**config.mk**
```make
export PLATFORM = sky130hd
export DESIGN_NAME = ps2_host_tx
export DESIGN_NICKNAME = d
export VERILOG_FILES = /design/src/rtl/ps2_pkg.sv /design/src/rtl/ps2_sync_edge.sv /design/src/rtl/ps2_host_tx.sv
export SDC_FILE = /design/constraint.sdc
export NUM_CORES = 1
export LEC_CHECK = 0
export BUFFER_PORTS_ARGS = -buffer_cell sky130_fd_sc_hd__buf_2
export CAP_MARGIN = 20
export CORE_ASPECT_RATIO = 2
export CORE_UTILIZATION = 42
export CTS_BUF_LIST = sky130_fd_sc_hd__clkbuf_4
export DETAILED_ROUTE_END_ITERATION = 6
export GPL_TIMING_DRIVEN = 0
export HOLD_SLACK_MARGIN = 0.03
export SLEW_MARGIN = 20
export SYNTH_ARGS = -nofsm -noshare
export SYNTH_HDL_FRONTEND = slang
export SYNTH_SLANG_ARGS = --single-unit
```
**constraint.sdc**
```tcl
create_clock -name clock -period 2.29 [get_ports clock]
set_clock_uncertainty 0.05 [all_clocks]
set_input_delay 0.3435 -clock clock [delete_from_list [all_inputs] [get_ports clock]]
set_output_delay 0.3435 -clock clock [all_outputs]
set_load 0.02 [all_outputs]
```
**src/rtl/ps2_pkg.sv**
```systemverilog
// Shared PS/2 definitions: controller states, default timing constants and
// the parity helper used by both the host transmitter and keyboard receiver.
package ps2_pkg;

  typedef enum logic [2:0] {
    ST_IDLE,
    ST_INHIBIT,
    ST_REQUEST,
    ST_DATA,
    ST_PARITY,
    ST_STOP,
    ST_ACK,
    ST_RELEASE
  } ps2_state_e;

  localparam logic [15:0] PS2_INHIBIT_CYCLES = 16'd1000;
  localparam logic [15:0] PS2_TIMEOUT_CYCLES = 16'd20000;

  // Odd parity: the returned bit makes the total count of ones odd.
  function automatic logic ps2_odd_parity(input logic [7:0] value);
    return ~^value;
  endfunction

endpackage

```
**src/rtl/ps2_sync_edge.sv**
```systemverilog
// Two-flop synchronizer for a raw PS/2 line plus falling-edge detection on
// the synchronized value. All flops idle at 1, the released-line level.
module ps2_sync_edge (
  input  logic clock,
  input  logic reset,
  input  logic line,
  output logic sync,
  output logic fall
);

  logic meta_reg;
  logic sync_reg;
  logic prev_reg;

  // Synchronizer chain and one-cycle history for edge detection.
  always_ff @(posedge clock or posedge reset) begin
    if (reset) begin
      meta_reg <= 1'b1;
      sync_reg <= 1'b1;
      prev_reg <= 1'b1;
    end else begin
      meta_reg <= line;
      sync_reg <= meta_reg;
      prev_reg <= sync_reg;
    end
  end

  assign sync = sync_reg;
  assign fall = prev_reg & ~sync_reg;

endmodule

```
**src/rtl/ps2_host_tx.sv**
```systemverilog
// PS/2 host-to-device transmitter: inhibits the bus, issues a start bit,
// shifts out 8 data bits, odd parity and stop on device clock falls, then
// samples the device ACK. Aborts with an error if the device stops clocking.
module ps2_host_tx
  import ps2_pkg::*;
#(
  parameter logic [15:0] INHIBIT_CYCLES = PS2_INHIBIT_CYCLES,
  parameter logic [15:0] TIMEOUT_CYCLES = PS2_TIMEOUT_CYCLES
) (
  input  logic       clock,
  input  logic       reset,
  input  logic [7:0] tx_data,
  input  logic       tx_valid,
  output logic       tx_ready,
  output logic       busy,
  output logic       done,
  output logic       error,
  input  logic       device_clock,
  input  logic       device_data,
  output logic       clock_oe,
  output logic       data_oe
);

  logic        clk_sync;
  logic        clk_fall;
  logic        data_meta_reg;
  logic        data_sync_reg;
  ps2_state_e  state_reg, state_next;
  logic [7:0]  byte_reg, byte_next;
  logic        parity_reg, parity_next;
  logic [3:0]  edge_cnt_reg, edge_cnt_next;
  logic [15:0] cycle_cnt_reg, cycle_cnt_next;
  logic        data_oe_reg, data_oe_next;
  logic        in_xfer;
  logic        timeout_hit;

  ps2_sync_edge u_clk_sync (
    .clock (clock),
    .reset (reset),
    .line  (device_clock),
    .sync  (clk_sync),
    .fall  (clk_fall)
  );

  // Data line only needs its synchronized level (ACK sample, idle check).
  always_ff @(posedge clock or posedge reset) begin
    if (reset) begin
      data_meta_reg <= 1'b1;
      data_sync_reg <= 1'b1;
    end else begin
      data_meta_reg <= device_data;
      data_sync_reg <= data_meta_reg;
    end
  end

  assign in_xfer     = (state_reg inside {ST_DATA, ST_PARITY, ST_STOP, ST_ACK});
  assign timeout_hit = in_xfer && (cycle_cnt_reg == TIMEOUT_CYCLES);

  // State and datapath registers; reset releases both bus lines at once.
  always_ff @(posedge clock or posedge reset) begin
    if (reset) begin
      state_reg     <= ST_IDLE;
      byte_reg      <= 8'h00;
      parity_reg    <= 1'b0;
      edge_cnt_reg  <= 4'd0;
      cycle_cnt_reg <= 16'd0;
      data_oe_reg   <= 1'b0;
    end else begin
      state_reg     <= state_next;
      byte_reg      <= byte_next;
      parity_reg    <= parity_next;
      edge_cnt_reg  <= edge_cnt_next;
      cycle_cnt_reg <= cycle_cnt_next;
      data_oe_reg   <= data_oe_next;
    end
  end

  // Next-state and output decode; data_oe is registered so the line only
  // changes in the cycle after a detected fall.
  always_comb begin
    state_next     = state_reg;
    byte_next      = byte_reg;
    parity_next    = parity_reg;
    edge_cnt_next  = edge_cnt_reg;
    cycle_cnt_next = cycle_cnt_reg;
    data_oe_next   = data_oe_reg;
    tx_ready       = 1'b0;
    busy           = 1'b1;
    done           = 1'b0;
    error          = 1'b0;
    clock_oe       = 1'b0;
    data_oe        = data_oe_reg;

    case (state_reg)
      ST_IDLE: begin
        tx_ready = 1'b1;
        busy     = 1'b0;
        if (tx_valid) begin
          byte_next      = tx_data;
          parity_next    = ps2_odd_parity(tx_data);
          cycle_cnt_next = 16'd0;
          data_oe_next   = 1'b0;
          state_next     = ST_INHIBIT;
        end
      end
      ST_INHIBIT: begin
        clock_oe       = 1'b1;
        cycle_cnt_next = cycle_cnt_reg + 16'd1;
        if (cycle_cnt_reg == INHIBIT_CYCLES - 16'd1) begin
          data_oe_next = 1'b1;
          state_next   = ST_REQUEST;
        end
      end
      ST_REQUEST: begin
        clock_oe       = 1'b1;
        cycle_cnt_next = 16'd0;
        edge_cnt_next  = 4'd0;
        state_next     = ST_DATA;
      end
      ST_DATA: begin
        if (clk_fall) begin
          edge_cnt_next = edge_cnt_reg + 4'd1;
          data_oe_next  = ~byte_reg[edge_cnt_reg[2:0]];
          if (edge_cnt_reg == 4'd7) state_next = ST_PARITY;
        end
      end
      ST_PARITY: begin
        if (clk_fall) begin
          edge_cnt_next = edge_cnt_reg + 4'd1;
          data_oe_next  = ~parity_reg;
          state_next    = ST_STOP;
        end
      end
      ST_STOP: begin
        if (clk_fall) begin
          edge_cnt_next = edge_cnt_reg + 4'd1;
          data_oe_next  = 1'b0;
          state_next    = ST_ACK;
        end
      end
      ST_ACK: begin
        if (clk_fall) begin
          edge_cnt_next = edge_cnt_reg + 4'd1;
          if (data_sync_reg) error = 1'b1;
          else               done  = 1'b1;
          state_next = ST_RELEASE;
        end
      end
      ST_RELEASE: begin
        data_oe_next = 1'b0;
        if (clk_sync && data_sync_reg) state_next = ST_IDLE;
      end
      default: state_next = ST_IDLE;
    endcase

    // Inter-edge watchdog: restart on every fall, abort when it expires.
    if (in_xfer) begin
      cycle_cnt_next = clk_fall ? 16'd0 : cycle_cnt_reg + 16'd1;
      if (timeout_hit) begin
        done           = 1'b0;
        error          = 1'b1;
        data_oe        = 1'b0;
        data_oe_next   = 1'b0;
        cycle_cnt_next = 16'd0;
        state_next     = ST_IDLE;
      end
    end
  end

endmodule

```
After elaboration in Yosys (flattened, before gate mapping)
Cells that the tools add are included.
{"block": "word_totals", "out_inout_bits": 6, "elab_cells": 85, "romBits": 0, "latchBits": 0, "ff_bits": 38, "ram_bits": 0, "n_memories": 0, "inputBits": 13}
{"block": "op_classes", "shift": 0, "eq_ne": 12, "muxes": 43, "n_reduce_logical": 12, "n_addsub": 2, "bitwise": 4, "order_cmp": 1, "n_mul": 0, "div": 0}
{"op": "two-way mux 16 bit", "n": 4}
{"op": "one-hot mux 16 bit (3 select lines)", "n": 1}
{"op": "two-way mux 3 bit", "n": 10}
{"op": "one-hot mux 3 bit (8 select lines)", "n": 1}
{"op": "two-way mux 1 bit", "n": 23}
{"op": "adder 16 x 1 -> 16 bit, second input constant", "n": 1}
{"op": "equality test 16 x 10 -> 1 bit, second input constant", "n": 1}
{"op": "equality test 16 x 15 -> 1 bit, second input constant", "n": 1}
{"op": "equality test 3 bit, second input constant", "n": 4}
{"op": "one-hot mux 4 bit (2 select lines)", "n": 1}
{"op": "nonzero test 4 bit", "n": 2}
{"op": "XNOR reduction 8 bit", "n": 1}
{"op": "equality test 3 x 2 -> 1 bit, second input constant", "n": 2}
{"op": "one-hot mux 1 bit (6 select lines)", "n": 1}
{"op": "AND reduction 2 bit", "n": 3}
{"op": "adder 4 x 1 -> 4 bit, second input constant", "n": 1}
{"op": "equality test 4 x 3 -> 1 bit, second input constant", "n": 1}
{"op": "less-than comparator 3 x 4 -> 1 bit, second input constant", "n": 1}
{"op": "two-way mux 4 bit", "n": 1}
{"op": "OR reduction 4 bit", "n": 1}
{"op": "binary-select mux 1 bit (select 3 bit)", "n": 1}
{"op": "equality test 3 x 1 -> 1 bit, second input constant", "n": 1}
{"op": "zero test 3 bit", "n": 1}
{"op": "inequality test 3 bit, second input constant", "n": 1}
{"op": "other kinds (6)", "n": 9}

Depth between registers and ports, before layout
{"block": "logic_depth", "ltp_word": 7, "ltp_mapped": 8, "mapped_depth_nobuf": 7}

By module
Synthesis repeated with hierarchy kept, for this count alone.
{"block": "hier_totals", "hier_cells": 236, "area_unflattened_um2": 2303.5}
{"mod": "ps2_host_tx", "seq_area_each_um2": 878.3, "cells_each": 231, "instances": 1, "area_per_inst_um2": 2207.1}
{"mod": "ps2_sync_edge", "seq_area_each_um2": 78.8, "cells_each": 5, "instances": 1, "area_per_inst_um2": 96.3}

Worst setup path after synthesis
Ideal clock, no wire load.
{"block": "synth_timing", "kind": "flip-flop to output port", "startpoint": "register state_reg[2]", "endpoint": "output port done", "path_buffers": 3, "t_required_ns": 1.897, "path_slack_ns": 0.190, "arrival_time_ns": 1.706, "stages_incl_launch_ff": 6, "cell_sequence": "dfrtp_1 > buf_6 > buf_2 > buf_1 > nand2_1 > nor4b_1"}
{"block": "synth_via", "elab_chain_cells": 5, "word_cells_on_any_way": 9, "classes_between": "4 x eq/ne; 3 x mux; 2 x reduce/logical"}
{"element": "start: declaration", "line_no": "ps2_host_tx.sv:28", "rtl": "ps2_state_e state_reg, state_next;"}
{"element": "start signal: assignment", "line_no": "ps2_host_tx.sv:69", "rtl": "state_reg <= state_next;"}
{"element": "equality test 3 x 2 -> 1 bit (tied with other cells)", "line_no": "ps2_host_tx.sv:56", "rtl": "assign in_xfer = (state_reg inside {ST_DATA, ST_PARITY, ST_STOP, ST_ACK});"}
{"element": "nonzero test 4 bit", "line_no": "ps2_host_tx.sv:56"}
{"element": "logical AND 1 bit", "line_no": "ps2_host_tx.sv:57", "rtl": "assign timeout_hit = in_xfer && (cycle_cnt_reg == TIMEOUT_CYCLES);"}
{"element": "two-way mux 1 bit", "line_no": "ps2_host_tx.sv:159", "rtl": "if (timeout_hit) begin"}
{"element": "two-way mux 1 bit (*)", "line_no": "ps2_host_tx.sv:157", "rtl": "if (in_xfer) begin"}
{"element": "end: declaration", "line_no": "ps2_host_tx.sv:16", "rtl": "output logic done,"}
Every way passes the cells marked *; elsewhere a longest branch is shown, timed or not.

Worst setup path after layout
{"block": "layout_timing", "startpoint": "register cycle_cnt_reg[3]", "endpoint": "register cycle_cnt_reg[7]"}
{"block": "layout_via", "elab_chain_cells": 4, "word_cells_on_any_way": 7, "classes_between": "1 x add/sub; 1 x eq/ne; 4 x mux; 1 x reduce/logical"}
{"element": "start: declaration", "line_no": "ps2_host_tx.sv:32", "rtl": "logic [15:0] cycle_cnt_reg, cycle_cnt_next;"}
{"element": "start signal: assignment", "line_no": "ps2_host_tx.sv:73", "rtl": "cycle_cnt_reg <= cycle_cnt_next;"}
{"element": "adder 16 x 1 -> 16 bit or equality test 16 x 15 -> 1 bit (tied branches)", "line_no": "ps2_host_tx.sv:108, ps2_host_tx.sv:158, ps2_host_tx.sv:57"}
{"element": "two-way mux 16 bit or logical AND 1 bit (tied branches)", "line_no": "ps2_host_tx.sv:158, ps2_host_tx.sv:57"}
{"element": "two-way mux 16 bit", "line_no": "ps2_host_tx.sv:159"}
{"element": "two-way mux 16 bit (*)", "line_no": "ps2_host_tx.sv:157"}
Marked as above.
A chain may end at the register's enable or synchronous reset.

==> key figures <==
Clocking
  – TritonCTS buffer count: 5
  – Later-pin clock latency in the skew report: 0.35 ns
  – # clock sinks: 38
  – H-tree depth: 2
  – CTS root buffer: clkbuf_4
  – Worst-path clk slew: 0.11 ns
  – CTS tree: done
  – CTS max path bufs: 2

GRT
  – Global-route wire length before repair: 8.700 mm
  – Largest net degree at the start of global routing: 31
  – Initial antenna violation count: 0
  – Met1 Use GR: 22.04%
  – Vias in the first global route: 1871
  – Busiest grt layer: met2
  – Met3 global-route usage: 2.979%
  – Met2 usage: 37.11%
  – Gr ovfl total: 0
  – Aggregate global-route resource usage: 20.55%

Floorplanning
  – Boundary pin count: 19
  – Die X: 54.54 µm
  – Row count: 37
  – Die area: 5839 µm²
  – Starting Density: 44.32%
  – Core area: 5231 µm²
  – Die Height: 107.1 µm

Yosys
  – Ranking of synthesized cells by area: dfrtp_1 (36%), dfstp_2 (5.7%), xnor2_1 (5.3%), mux2_2 (4.9%), nor2_1 (3.7%)
  – Number of enable flip-flop cells after synthesis: 0
  – Yosys warns: 0
  – Top cell type's share of synthesized area: 35.62%
  – Dominant cell type by area after synthesis: dfrtp_1
  – Cell Area, Synth: 2318 µm²
  – Register area share after synthesis: 41.28%
  – XOR/XNOR Fraction of Synth Area: 6.800%
  – Largest family of logic cells by synthesized area: simple AND/OR/NAND/NOR gates
  – Ys async rst share: 100.0%
  – Synth Area in Compound Gates: 11.93%
  – Synthesized net count: 255
  – Seq cells post-synth: 38
  – Synthesized instance count: 239
  – Synthesized-area fraction occupied by and/or/nand/nor cells: 24.34%
  – Yosys cell types: 49
  – Mapped Avg Cell Area: 9.701 µm²
  – Synth Area in Adders: 1.619%
  – Mux share of post-synthesis cell area: 8.527%
  – Synth Flop Type: dfrtp_1

Placement
  – Hpwl dp: 3.874 mm
  – Port Buffers: 18
  – RePlAce Congestion: 0.8720

Route
  – Final WL: 5.150 mm
  – Vias/cell: 5.579
  – Final ANT Viol Nets: 0
  – Routed wire length per instance: 15.37 µm
  – DRC viols: 0
  – Detailed-router iteration count before antenna repair: 4
  – Via count: 1869
  – DR iter-0 viols: 29

STA
  – Tightest Pin Transition: 0.4428 ns
  – Slew Limit Headroom: 70.21%
  – Fin. max-slew vios: 0
  – Minimum clock period: 2.207 ns
  – Post-route setup TNS: 0 ns
  – Hold Slack: 0.2006 ns
  – Fin crit share: 96.36%
  – Hold Fails Final Rpt: 0
  – Maximum clock rate: 453.2 MHz
  – Setup-failing EPs final: 0

Worst setup path
  – Startpoint types: flip-flop
  – Largest fanout on the critical path: 10
  – Crit path arrival time: 2.39 ns
  – CP Class: reg2reg
  – Crit end category: flip-flop
  – Critical Path RT: 2.47 ns

Power
  – Cell Pwr Density: 821.6 nW/µm²
  – LEAKAGE: 0.001154 µW
  – Max VDD drop: 0.5389 mV
  – Total power: 2234 µW

Layout
  – Share of cells above drive strength 1: 28.88%
  – Diode count: 0
  – P&R area growth vs syn: 17.27%
  – Max FFs per register: 16
  – Final nets: 292

Flow run
  – Max cap viols: 0

Outcome
  – Status: complete, no violations

Worst hold path
  – HP Class: in2reg
==> logic make-up (layout without fill, tap and decap cells) <==
family	count (synthesis)	count (layout)
AND/OR/NAND/NOR	99	99
AO/OA/AOI/OAI	41	41
flip-flops	38	38
buffers and inverters	24	62
XOR/XNOR	18	18
multiplexers	16	16
adder cells (fa/ha/maj)	3	3
==> critical path, stage by stage (launching register included) <==
cell	delay, ns
dfrtp_2	0.46
nor4b_4	0.36
nand4_4	0.17
buf_4	0.17
buf_4	0.13
a32oi_4	0.37
and2_1	0.20
buf_6	0.14
nor2_1	0.06
==> where the power goes <==
part           internal [µW]  leakage [µW]  switching, µW
clock                    239     0.0000433            222
combinational            438      0.000630            429
sequential               810      0.000481           95.8
total                   1490       0.00115            746
==> metrics by stage <==
step                      setup slack, ns  util, %  instances  instance area (µm²)
after floorplan                    0.1903        -        239                 2318
after global placement             0.1991    47.43        315                 2481
after detailed placement           0.1796    47.81        316                 2501
after CTS                         0.01472    50.37        329                 2635
after global routing             -0.02918    51.97        335                 2719
final                             0.08343    51.97        335                 2719
==> final timing paths <==
check | start | to | slack, ns | cells past startpoint
hold reg to reg | data_meta_reg$_DFF_PP1_ | data_sync_reg$_DFF_PP1_ | 0.31 | 0
max in group asynchronous | reset | data_meta_reg$_DFF_PP1_ | 1.31 | 4
setup / recovery | cycle_cnt_reg[3]$_DFFE_PP0P_ | cycle_cnt_reg[7]$_DFFE_PP0P_ | 0.08 | 8
hold / removal | tx_data[4] | byte_reg[4]$_DFFE_PP0P_ | 0.20 | 2
setup reg to reg | cycle_cnt_reg[3]$_DFFE_PP0P_ | cycle_cnt_reg[7]$_DFFE_PP0P_ | 0.08 | 8
min in group asynchronous | reset | byte_reg[0]$_DFFE_PP0P_ | 0.38 | 3
==> per-layer routing <==
| layer | part of all wire, % | vias to the layer above |
|---|---|---|
| met1 | 39 | 912 |
| li1 | - | 923 |
| met4 | 2.7 | 0 |
| met3 | 1.9 | 9 |
| met2 | 57 | 25 |
| met5 | 0 | - |
==> cell usage after synthesis, types with 3 or more instances <==
library cell   n
nor2_1        23
xnor2_1       14
a211oi_1       3
clkbuf_1       4
a21oi_1        9
nand4_1        6
nand3_1        6
nor2b_1        3
dfstp_2        5
o22ai_1        4
nand2b_1       4
ha_1           3
mux2i_1        4
nand2_1       17
buf_6          4
a21o_1         3
inv_1         10
dfrtp_1       33
o21ai_0       14
buf_2          3
nand4b_1       4
mux2_2        10
xor2_1         4
nor3_1        13
nor3b_1        4
==> cell type report <==
class                      instances  area (µm²)
fill                             501        2512
clock buffer                       6       45.04
timing repair buffer              31       210.2
buffer                            13       91.34
tap                               58       72.57
multi-input combinational        177        1270
clock inverter                     2       33.78
inverter                          10       37.54
sequential                        38       958.4
==> cell usage in the layout, fill, tap and decap left out, types with 5 or more instances in the layout <==
master / n
mux2_2: 10
nand2_1: 17
buf_4: 11
dfrtp_1: 32
a21oi_1: 9
xnor2_1: 14
inv_1: 8
nor2_1: 23
clkbuf_4: 7
nand3_1: 6
nand4_1: 6
dfstp_2: 5
buf_2: 20
o21ai_0: 12
nor3_1: 13
==> repair_timing <==
action / 4_1_cts / 5_1_grt
resized for setup: 2 / 14
pin swaps: 1 / 3
hold buffers: 3 / 0
setup buffers: 3 / 6
endpoints found under the hold margin: 7 / 0
endpoints found under the setup margin: 3 / 3
Power figures use the tool's default switching activity.
